==> src/rtl/lb_pkg.sv <==
`default_nettype none
// +------------------------------------------------------------------+
// | lb_pkg : shared constants and types for the 3-entry leaderboard  |
// | Rev 1.0                                                          |
// +------------------------------------------------------------------+
package lb_pkg;

  localparam int TIME_W   = 22;
  localparam int LB_DEPTH = 3;

  typedef enum logic [1:0] {
    ST_IDLE    = 2'd0,
    ST_COMPARE = 2'd1,
    ST_SHIFT   = 2'd2
  } state_e;

  typedef logic [1:0] rank_t;

  function automatic logic [LB_DEPTH-1:0] rank_onehot(input rank_t r);
    rank_onehot = {{(LB_DEPTH-1){1'b0}}, 1'b1} << r;
  endfunction

endpackage
`default_nettype wire

==> src/rtl/lb_sound_timer.sv <==
`default_nettype none
// +------------------------------------------------------------------+
// | lb_sound_timer : one-hot sound pulse of SOUND_CYC clk cycles     |
// | Rev 1.0                                                          |
// +------------------------------------------------------------------+
module lb_sound_timer
  import lb_pkg::*;
#(
  parameter int SOUND_CYC = 1000
) (
  input  logic                clk,
  input  logic                rst_n,
  input  logic                start,
  input  logic                stop,
  input  rank_t               rank,
  output logic [LB_DEPTH-1:0] sound
);

  localparam int CNT_W = $clog2(SOUND_CYC + 1);

  logic [CNT_W-1:0]    cnt_q, cnt_d;
  logic [LB_DEPTH-1:0] hot_q, hot_d;

  // A fresh start always reloads the full length and replaces the one-hot.
  always_comb begin
    cnt_d = cnt_q;
    hot_d = hot_q;
    if (stop) begin
      cnt_d = '0;
      hot_d = '0;
    end else if (start) begin
      cnt_d = CNT_W'(SOUND_CYC);
      hot_d = rank_onehot(rank);
    end else if (hot_q != '0) begin
      cnt_d = cnt_q - 1'b1;
      if (cnt_q == CNT_W'(1)) begin
        hot_d = '0;
      end
    end
  end

  always_ff @(posedge clk or negedge rst_n) begin
    if (!rst_n) begin
      cnt_q <= '0;
      hot_q <= '0;
    end else begin
      cnt_q <= cnt_d;
      hot_q <= hot_d;
    end
  end

  assign sound = hot_q;

endmodule
`default_nettype wire

==> src/rtl/leaderboard_ctrl.sv <==
`default_nettype none
// +------------------------------------------------------------------+
// | leaderboard_ctrl : best-3 stopwatch times with placement sounds; |
// | optional LEADERBOARD_CLEAR_EN adds clear_req.  Rev 1.0           |
// +------------------------------------------------------------------+
module leaderboard_ctrl #(
  parameter int TIME_W    = lb_pkg::TIME_W,
  parameter int SOUND_CYC = 1000
) (
  input  logic              clk,
  input  logic              rst_n,
  input  logic [TIME_W-1:0] time_in,
  input  logic              time_valid,
  output logic              time_ready,
  input  logic [1:0]        stopwatch_mode,
  input  logic [1:0]        display_sel,
  output logic [TIME_W-1:0] leaderboard_number,
  output logic              entry_valid,
  output logic              signal_sound_1,
  output logic              signal_sound_2,
  output logic              signal_sound_3,
  output logic              busy
`ifdef LEADERBOARD_CLEAR_EN
  ,
  input  logic              clear_req
`endif
);
  import lb_pkg::*;

  state_e              state_q, state_d;
  rank_t               k_q, k_d;
  logic [TIME_W-1:0]   cand_q, cand_d;
  logic [TIME_W-1:0]   tbl_q [LB_DEPTH];
  logic [TIME_W-1:0]   tbl_d [LB_DEPTH];
  logic [LB_DEPTH-1:0] vld_q, vld_d;
  logic [TIME_W-1:0]   num_q, num_d;
  logic                ev_q, ev_d;

  logic                w_accept;
  logic                w_clear;
  logic                w_hit;
  logic                w_snd_start;
  logic                w_snd_stop;
  logic [LB_DEPTH-1:0] w_sound;

  assign time_ready = (state_q == ST_IDLE);
  assign busy       = (state_q != ST_IDLE);
  assign w_accept   = time_valid && time_ready && (stopwatch_mode == 2'b01)
                      && (time_in != '0);
  assign w_hit      = !vld_q[k_q] || (cand_q < tbl_q[k_q]);

`ifdef LEADERBOARD_CLEAR_EN
  logic clr_pend_q, clr_pend_d;

  // A clear seen while busy is remembered and applied on the first IDLE cycle.
  assign w_clear = (clear_req || clr_pend_q) && (state_q == ST_IDLE);

  always_comb begin
    clr_pend_d = clr_pend_q;
    if (w_clear) begin
      clr_pend_d = 1'b0;
    end else if (clear_req) begin
      clr_pend_d = 1'b1;
    end
  end

  always_ff @(posedge clk or negedge rst_n) begin
    if (!rst_n) begin
      clr_pend_q <= 1'b0;
    end else begin
      clr_pend_q <= clr_pend_d;
    end
  end
`else
  assign w_clear = 1'b0;
`endif

  always_comb begin
    state_d     = state_q;
    k_d         = k_q;
    cand_d      = cand_q;
    tbl_d       = tbl_q;
    vld_d       = vld_q;
    w_snd_start = 1'b0;
    w_snd_stop  = 1'b0;
    case (state_q)
      ST_IDLE: begin
        if (w_clear) begin
          vld_d      = '0;
          w_snd_stop = 1'b1;
        end else if (w_accept) begin
          cand_d  = time_in;
          k_d     = '0;
          state_d = ST_COMPARE;
        end
      end
      ST_COMPARE: begin
        // Strict compare: an equal time keeps scanning and so ranks below.
        if (w_hit) begin
          state_d = ST_SHIFT;
        end else if (k_q == rank_t'(LB_DEPTH - 1)) begin
          state_d = ST_IDLE;
        end else begin
          k_d = k_q + 1'b1;
        end
      end
      ST_SHIFT: begin
        for (int j = LB_DEPTH - 1; j > 0; j--) begin
          if (rank_t'(j) > k_q) begin
            tbl_d[j] = tbl_q[j-1];
            vld_d[j] = vld_q[j-1];
          end
        end
        tbl_d[k_q]  = cand_q;
        vld_d[k_q]  = 1'b1;
        w_snd_start = 1'b1;
        state_d     = ST_IDLE;
      end
      default: begin
        state_d = ST_IDLE;
      end
    endcase
  end

  always_comb begin
    num_d = '0;
    ev_d  = 1'b0;
    for (int i = 0; i < LB_DEPTH; i++) begin
      if ((display_sel == 2'(i)) && vld_q[i]) begin
        num_d = tbl_q[i];
        ev_d  = 1'b1;
      end
    end
  end

  always_ff @(posedge clk or negedge rst_n) begin
    if (!rst_n) begin
      state_q <= ST_IDLE;
      k_q     <= '0;
      cand_q  <= '0;
      tbl_q   <= '{default: '0};
      vld_q   <= '0;
      num_q   <= '0;
      ev_q    <= 1'b0;
    end else begin
      state_q <= state_d;
      k_q     <= k_d;
      cand_q  <= cand_d;
      tbl_q   <= tbl_d;
      vld_q   <= vld_d;
      num_q   <= num_d;
      ev_q    <= ev_d;
    end
  end

  assign leaderboard_number = num_q;
  assign entry_valid        = ev_q;

  lb_sound_timer #(
    .SOUND_CYC (SOUND_CYC)
  ) u_sound (
    .clk   (clk),
    .rst_n (rst_n),
    .start (w_snd_start),
    .stop  (w_snd_stop),
    .rank  (k_q),
    .sound (w_sound)
  );

  assign signal_sound_1 = w_sound[0];
  assign signal_sound_2 = w_sound[1];
  assign signal_sound_3 = w_sound[2];

endmodule
`default_nettype wire
==> config.mk <==
export PLATFORM = sky130hd
export DESIGN_NAME = leaderboard_ctrl
export DESIGN_NICKNAME = d
export VERILOG_FILES = /design/src/rtl/lb_pkg.sv /design/src/rtl/lb_sound_timer.sv /design/src/rtl/leaderboard_ctrl.sv
export SDC_FILE = /design/constraint.sdc
export NUM_CORES = 1
export LEC_CHECK = 0
export ABC_AREA = 1
export CAP_MARGIN = 40
export CORE_ASPECT_RATIO = 0.8
export CORE_MARGIN = 5
export CORE_UTILIZATION = 45
export DETAILED_ROUTE_END_ITERATION = 7
export PLACE_DENSITY_LB_ADDON = 0.2
export SLEW_MARGIN = 20
export SYNTH_ARGS = -nofsm -noshare
export SYNTH_HDL_FRONTEND = slang
export SYNTH_SLANG_ARGS = --single-unit
export TNS_END_PERCENT = 50
==> constraint.sdc <==
create_clock -name clk -period 2.9 [get_ports clk]
set_input_delay 0.58 -clock clk [delete_from_list [all_inputs] [get_ports clk]]
set_output_delay 0.58 -clock clk [all_outputs]
set_load 0.01 [all_outputs]
==> impl_metrics.toml, run 1 <==
[run_status]
status = "finished clean"

[drt]
antenna_left = 0
vias = 5757
drc_errors = 0
wl_um = 18260
detail_route.wl_per_cell_um = 18.07
vias_per_cell = 5.700
dr.pass1.iters = 5
drt_iter0_drc = 515

[cts]
tritoncts = "done"
cts_setup_buffers = 0
cts_buffer_depth = 2
ctsResizeCount = 0
numCtsBuffers = 17
clk-insertion-delay-late_ns = 0.42
root_buffer = "clkbuf_16"
htreeDepth = 4
clk_pin_slew_worst_paths_ns = 0.05
clock-sinks = 131
hold_buffers = 0

[grt]
grt_pass1_wl_um = 29630
antenna_found_initial = 0
grt_usage_pct = 21.26
grt_overflow = 0
grt_pass1_vias = 5705
grt_max_degree = 65

[setup_path]
cp_cell_sequence = "buf_4 -> nand2_1 -> a22oi_1 -> ha_1 -> a21oi_1 -> o21ai_0 -> nand2_1 -> nand2_1 -> a21oi_1 -> nand2_1 -> nand3_2 -> nand2_2 -> nand2_1 -> nand2_1"
arrival_ns = 2.78
crit_slowest_cell = "dfrtp_1"
path_class = "reg2reg"
max_stage_delay_ns = 0.59
path_buf_inv = 1
timing.rr.end = "k_q[1]"
start_kind = "register"
cp_max_fo = 14
r2r_slack_ns = 0.43
r2r-start = "k_q[0]"
cpLargestDelayFamily = "simple AND/OR/NAND/NOR gates"
cpMostUsedCell = "nand2_1"
rr_worst_depth = 14
crit_required_ns = 3.21
endpoint_kind = "register"

[floorplan]
dieArea_um2 = 17390
fp-row-count = 39
die_x_um = 146.2
die_h_um = 119.0
io_pins = 57
core_area_um2 = 14400
start_util_pct = 46.40

[pwr]
internal_power_mw = 5.969
pwr-share-comb_pct = 43.0
ir_drop_v = 0.0005927
pwr-share-seq_pct = 32.0
p_switching_mw = 3.786
power_density_nw_per_um2 = 1198
switching_share_pct = 38.81
clkPwrFrac_pct = 25.0
leakage_nw = 3.821

[synthesis]
synth_nets = 814
synth_edf_count = 0
async_flop_share_pct = 100.0
ys_warn_count = 0
synthesis.area_um2 = 6679
synth_most_common_cell = "nand2_1"
synth_cells = 758
ys_seq_area_share_pct = 49.08
synth-seq-cells = 131
synth_cell_types = 35
synth_common_cells = "nand2_1 (134), dfrtp_1 (131), inv_1 (91)"
yosysTopAreaCell = "dfrtp_1"
ys_top_cells_by_area = "dfrtp_1 (49%), nand2_1 (7.5%), o21ai_0 (6.1%)"
synth_flop_cell = "dfrtp_1"
syn_avg_cell_area_um2 = 8.811
yosys.area.top_type_share_pct = 49.08

[timing]
worst_slew_pin_slew_ns = 0.7384
period_share_pct = 85.12
finalClockSkew_ns = 0.005956
setup_viol = 0
slew_headroom_pct = 50.72
clock.fmax_mhz = 405.1
slew_viol_final = 0
fin_tns_setup_ns = 0
setup_ws_ns = 0.4314
rsz0062_at_grt = "no"
finalHoldViolCount = 0
fin_crit_ns = 2.469

[finish]
area_growth_pct = 21.90
final_nets = 869
multi_input_area_um2 = 2831
drive_gt1_share_pct = 10.65
seq_area_um2 = 3278
n_antenna_cell = 0
nFillCells = 1242
final_area_um2 = 8142

[placed_design]
gp_congestion = 0.8358
port_buffers = 56
dp_hpwl_um = 11680
place_area_um2 = 7473
dp_slack_ns = 0.3559

[flow_run]
drv_cap = 0

[hold_path]
min_path_type = "in2async"
-- per-stage QoR --
step | cells | utilization, % | total power [mW] | hold slack, ns
after floorplan | 758 | - | 5.921 | 0.2844
final | 1010 | 56.56 | 9.755 | 0.06339
after global routing | 1010 | 56.56 | 10.49 | 0.07630
after global placement | 978 | 51.92 | 7.099 | 0.4664
after CTS | 1010 | 56.56 | 9.758 | 0.06186
after detailed placement | 978 | 51.92 | 7.276 | 0.4800
-- cell type report --
type | instances | share of cell area (%)
clock buffer | 23 | 5.748
clock inverter | 9 | 2.459
inverter | 94 | 4.395
multi-input combinational | 489 | 34.78
sequential | 131 | 40.26
tap | 184 | 2.828
timing repair buffer | 80 | 9.528
-- state kept, by name, summed over array words and instances, names as in the netlist --
signal,count
u_sound.sound,3
u_sound.cnt_q,10
vld_q,3
cand_q,22
tbl_q,66
k_q,2
entry_valid,1
state_q,2
leaderboard_number,22
-- worst reg2reg max path: stages, from the launching register on --
cell and delay [ns]:
dfrtp_1 0.59, buf_4 0.32, nand2_1 0.08, a22oi_1 0.17, ha_1 0.28, a21oi_1 0.13
o21ai_0 0.11, nand2_1 0.07, nand2_1 0.08, a21oi_1 0.14, nand2_1 0.11, nand3_2 0.10
nand2_2 0.07, nand2_1 0.06, nand2_1 0.05
-- placed cells by master, fill, tap and decap left out --
cell type	count
nand2_1	134
dfrtp_1	131
inv_1	91
o21ai_0	82
clkdlybuf4s50_1	55
a21oi_1	54
nor2_1	39
nand3_1	32
ha_1	27
o22ai_1	25
o221ai_1	23
a22oi_1	22
buf_4	22
mux2_2	19
clkbuf_16	17
bufinv_16	6
nor4_1	5
a21oi_2	5
nor3_1	4
clkbuf_1	4
mux2_1	3
buf_12	3
inv_4	2
nor2_2	2
nand3b_1	2
nand4_1	2
clkbuf_8	2
clkinvlp_4	2
nor2_8	1
nor3_2	1
nor2_4	1
inv_2	1
o41ai_1	1
a211oi_1	1
o21a_1	1
nand3_2	1
o21ai_4	1
nand2_2	1
clkinv_2	1
-- worst max path at each step --
stage	startpoint	end	slack, ns	cells past startpoint
2_1_floorplan	k_q[0]	k_q[0]	0.68	16
3_3_place_gp	time_in[9]	k_q[1]	0.32	8
3_5_place_dp	time_in[9]	k_q[1]	0.36	8
4_1_cts	k_q[0]	k_q[1]	0.43	14
5_1_grt	k_q[0]	k_q[1]	0.16	14
6_report	k_q[0]	k_q[1]	0.43	14
-- logic make-up after synthesis --
kind of cell	count (synthesis)	share of synthesized area (%)
AO/OA/AOI/OAI	215	19.16
adder cells (fa/ha/maj)	27	5.058
buffers and inverters	138	8.711
flip-flops	131	49.08
multiplexers	22	3.709
AND/OR/NAND/NOR	225	14.27
-- power groups by stage --
stage / combinational (mW) / clock [mW] / sequential [mW]
floorplan: 2.88 / 0 / 3.04
global placement: 4.00 / 0 / 3.10
detailed placement: 4.15 / 0 / 3.13
CTS: 4.17 / 2.47 / 3.11
global route: 4.72 / 2.56 / 3.21
finish: 4.19 / 2.44 / 3.12
-- per-layer routing --
metal	GRT usage [%]	wire, um	vias up
met5	0	0	-
met4	6.287	257	0
met3	5.923	1401	30
met2	31.95	8155	241
met1	30.20	8442	2792
li1	-	-	2694
No activity file was read; power rests on OpenSTA's default activity.
==> run 2, diff against run 1 <==
- CTS_CLUSTER_SIZE: not set -> 8
- SYNTH_HIERARCHICAL: not set -> 1
- clock period: 2.9 -> 2.75 ns (I/O delays scaled with it)
==> impl_metrics.toml, run 2 <==
[placed_design]
gp_congestion = 0.8900
dp_cells = 1025
place_area_um2 = 7736
port_buffers = 56
dp_hpwl_um = 12400

[synthesis]
synth_common_cells = "nand2_1 (153), dfrtp_1 (131), inv_1 (94)"
yosysTopAreaCell = "dfrtp_1"
ys_seq_area_share_pct = 47.68
ys_top_cells_by_area = "dfrtp_1 (48%), nand2_1 (8.4%), o21ai_0 (5.7%)"
synth_flop_cell = "dfrtp_1"
ys_warn_count = 6
yosys.area.top_type_share_pct = 47.68
synth_cells = 794
synth_most_common_cell = "nand2_1"
synthesis.area_um2 = 6875
synth_cell_types = 36
syn_avg_cell_area_um2 = 8.659
synth-seq-cells = 131
synth_edf_count = 0
async_flop_share_pct = 100.0

[timing]
fin_crit_ns = 2.442
finalHoldViolCount = 0
worst_slew_pin_slew_ns = 0.5810
fin_tns_setup_ns = 0
slew_viol_final = 0
period_share_pct = 88.82
setup_viol = 0
rsz0062_at_grt = "no"
clock.fmax_mhz = 409.4
finalClockSkew_ns = 0.01021
slew_headroom_pct = 61.26
whs_ns = 0.02299

[finish]
layout_commonest_cell = "nand2_1"
stdcell_count = 1056
largest_reg_flops = 66
multi_input_area_um2 = 3013
top_register = "tbl_q"
n_antenna_cell = 0
final_cell_mix = "nand2_1 (153), dfrtp_1 (131), inv_1 (94), o21ai_0 (78), clkdlybuf4s50_1 (55)"
drive_gt1_share_pct = 12.00
final_area_um2 = 8348
seq_area_um2 = 3278
final_nets = 911
nFillCells = 1347
area_growth_pct = 21.42

[floorplan]
core_area_um2 = 15010
fp-row-count = 40
dieArea_um2 = 17870
die_x_um = 148.2
start_util_pct = 45.79
io_pins = 57
die_h_um = 120.6

[flow_run]
drv_cap = 0

[run_status]
status = "finished clean"

[setup_path]
crit_slowest_cell = "dfrtp_1"
cpMostUsedCell = "nand2_1"
path_buf_inv = 1
cpLargestDelayFamily = "compound AO/OA/AOI/OAI gates"
start_kind = "register"
max_stage_delay_ns = 0.52
cp_max_fo = 21
path_class = "reg2reg"
crit_required_ns = 3.05
arrival_ns = 2.75
cp_cell_sequence = "buf_4 -> nand2_1 -> a22oi_1 -> ha_1 -> a21oi_1 -> o21a_1 -> nand2_1 -> a21oi_1 -> nand2_1 -> nand3_2 -> nand2_2 -> nand2_1 -> nand2_1"
endpoint_kind = "register"

[grt]
grt_overflow = 0
antenna_found_initial = 0
grt_usage_pct = 22.58
grt_pass1_wl_um = 31590
grt_max_degree = 63
grt_pass1_vias = 5946

[cts]
numCtsBuffers = 17
cts_setup_buffers = 0
hold_buffers = 0
root_buffer = "clkbuf_16"
htreeDepth = 4
tritoncts = "done"
cts_buffer_depth = 2
clk_pin_slew_worst_paths_ns = 0.06
ctsResizeCount = 0
clk-insertion-delay-late_ns = 0.43
clock-sinks = 131

[drt]
dr.pass1.iters = 5
antenna_left = 0
vias = 5960
wl_um = 18980
drt_iter0_drc = 449
detail_route.wl_per_cell_um = 17.98
vias_per_cell = 5.644
drc_errors = 0

[pwr]
power_density_nw_per_um2 = 1242
fin_total_pwr_mw = 10.37
ir_drop_v = 0.0006314
leakage_nw = 3.950

[hold_path]
min_path_type = "in2async"
run 2: cell count changes in the layout (fill, tap and decap cells not counted), moves of 3 or more:
cell	previous run	this run
inv_1	91	94
nand3_1	32	40
o21ai_0	82	78
mux2_1	3	0
nor2_1	39	42
conb_1	0	3
nor3_1	4	0
o21ai_1	0	3
mux2_2	19	22
nand2_1	134	153
clkbuf_1	4	1
bufinv_16	6	3
run 2: metrics by stage:
step | worst slack (ns) | utilization [%]
global route | 0.03183 | 55.60
floorplan | 0.4841 | -
CTS | 0.2898 | 55.60
detailed placement | 0.2793 | 51.53
global placement | 0.2814 | 51.53
finish | 0.3076 | 55.60
run 2: layout make-up:
class / instances / share of cell area [%]
timing repair buffer: 82 / 9.817
tap: 189 / 2.833
inverter: 101 / 4.661
sequential: 131 / 39.27
clock buffer: 22 / 5.800
clock inverter: 9 / 1.529
multi-input combinational: 522 / 36.09
run 2: power breakdown:
part	internal (mW)	total, mW	switching (mW)
clock network	1.51	2.34	0.835
logic	1.92	4.75	2.83
registers	2.75	3.28	0.526
run 2: path summary, 6_finish.rpt:
path                                        from                to  slack (ns)  cells after the start
worst max register to register            k_q[0]            k_q[1]        0.31                     13
worst max-delay path                      k_q[0]            k_q[1]        0.31                     13
worst min register to register  u_sound/sound[2]  u_sound/sound[2]        0.50                      2
worst min-delay path                       rst_n  u_sound/cnt_q[4]        0.02                      1
min in group clk                u_sound/sound[2]  u_sound/sound[2]        0.50                      2
max in group asynchronous                  rst_n            k_q[0]        1.96                      2
run 2: cells by family (layout without fill, tap and decap cells):
group / Yosys count / after routing / synth area share (%)
buffers and inverters: 143 / 214 / 8.790
and+or+nand+nor: 259 / 259 / 16.65
DFF: 131 / 131 / 47.68
adders and majority gates: 27 / 27 / 4.913
AOI/OAI and AO/OA: 211 / 211 / 18.31
other: 1 / 3 / 0.05454
muxes: 22 / 22 / 3.603
run 2: per-layer routing:
layer  track usage [%]  share of wire, %
met3             4.946               7.1
met2             34.47                46
met4             7.501               1.7
met5                 0                 0
met1             32.05                45
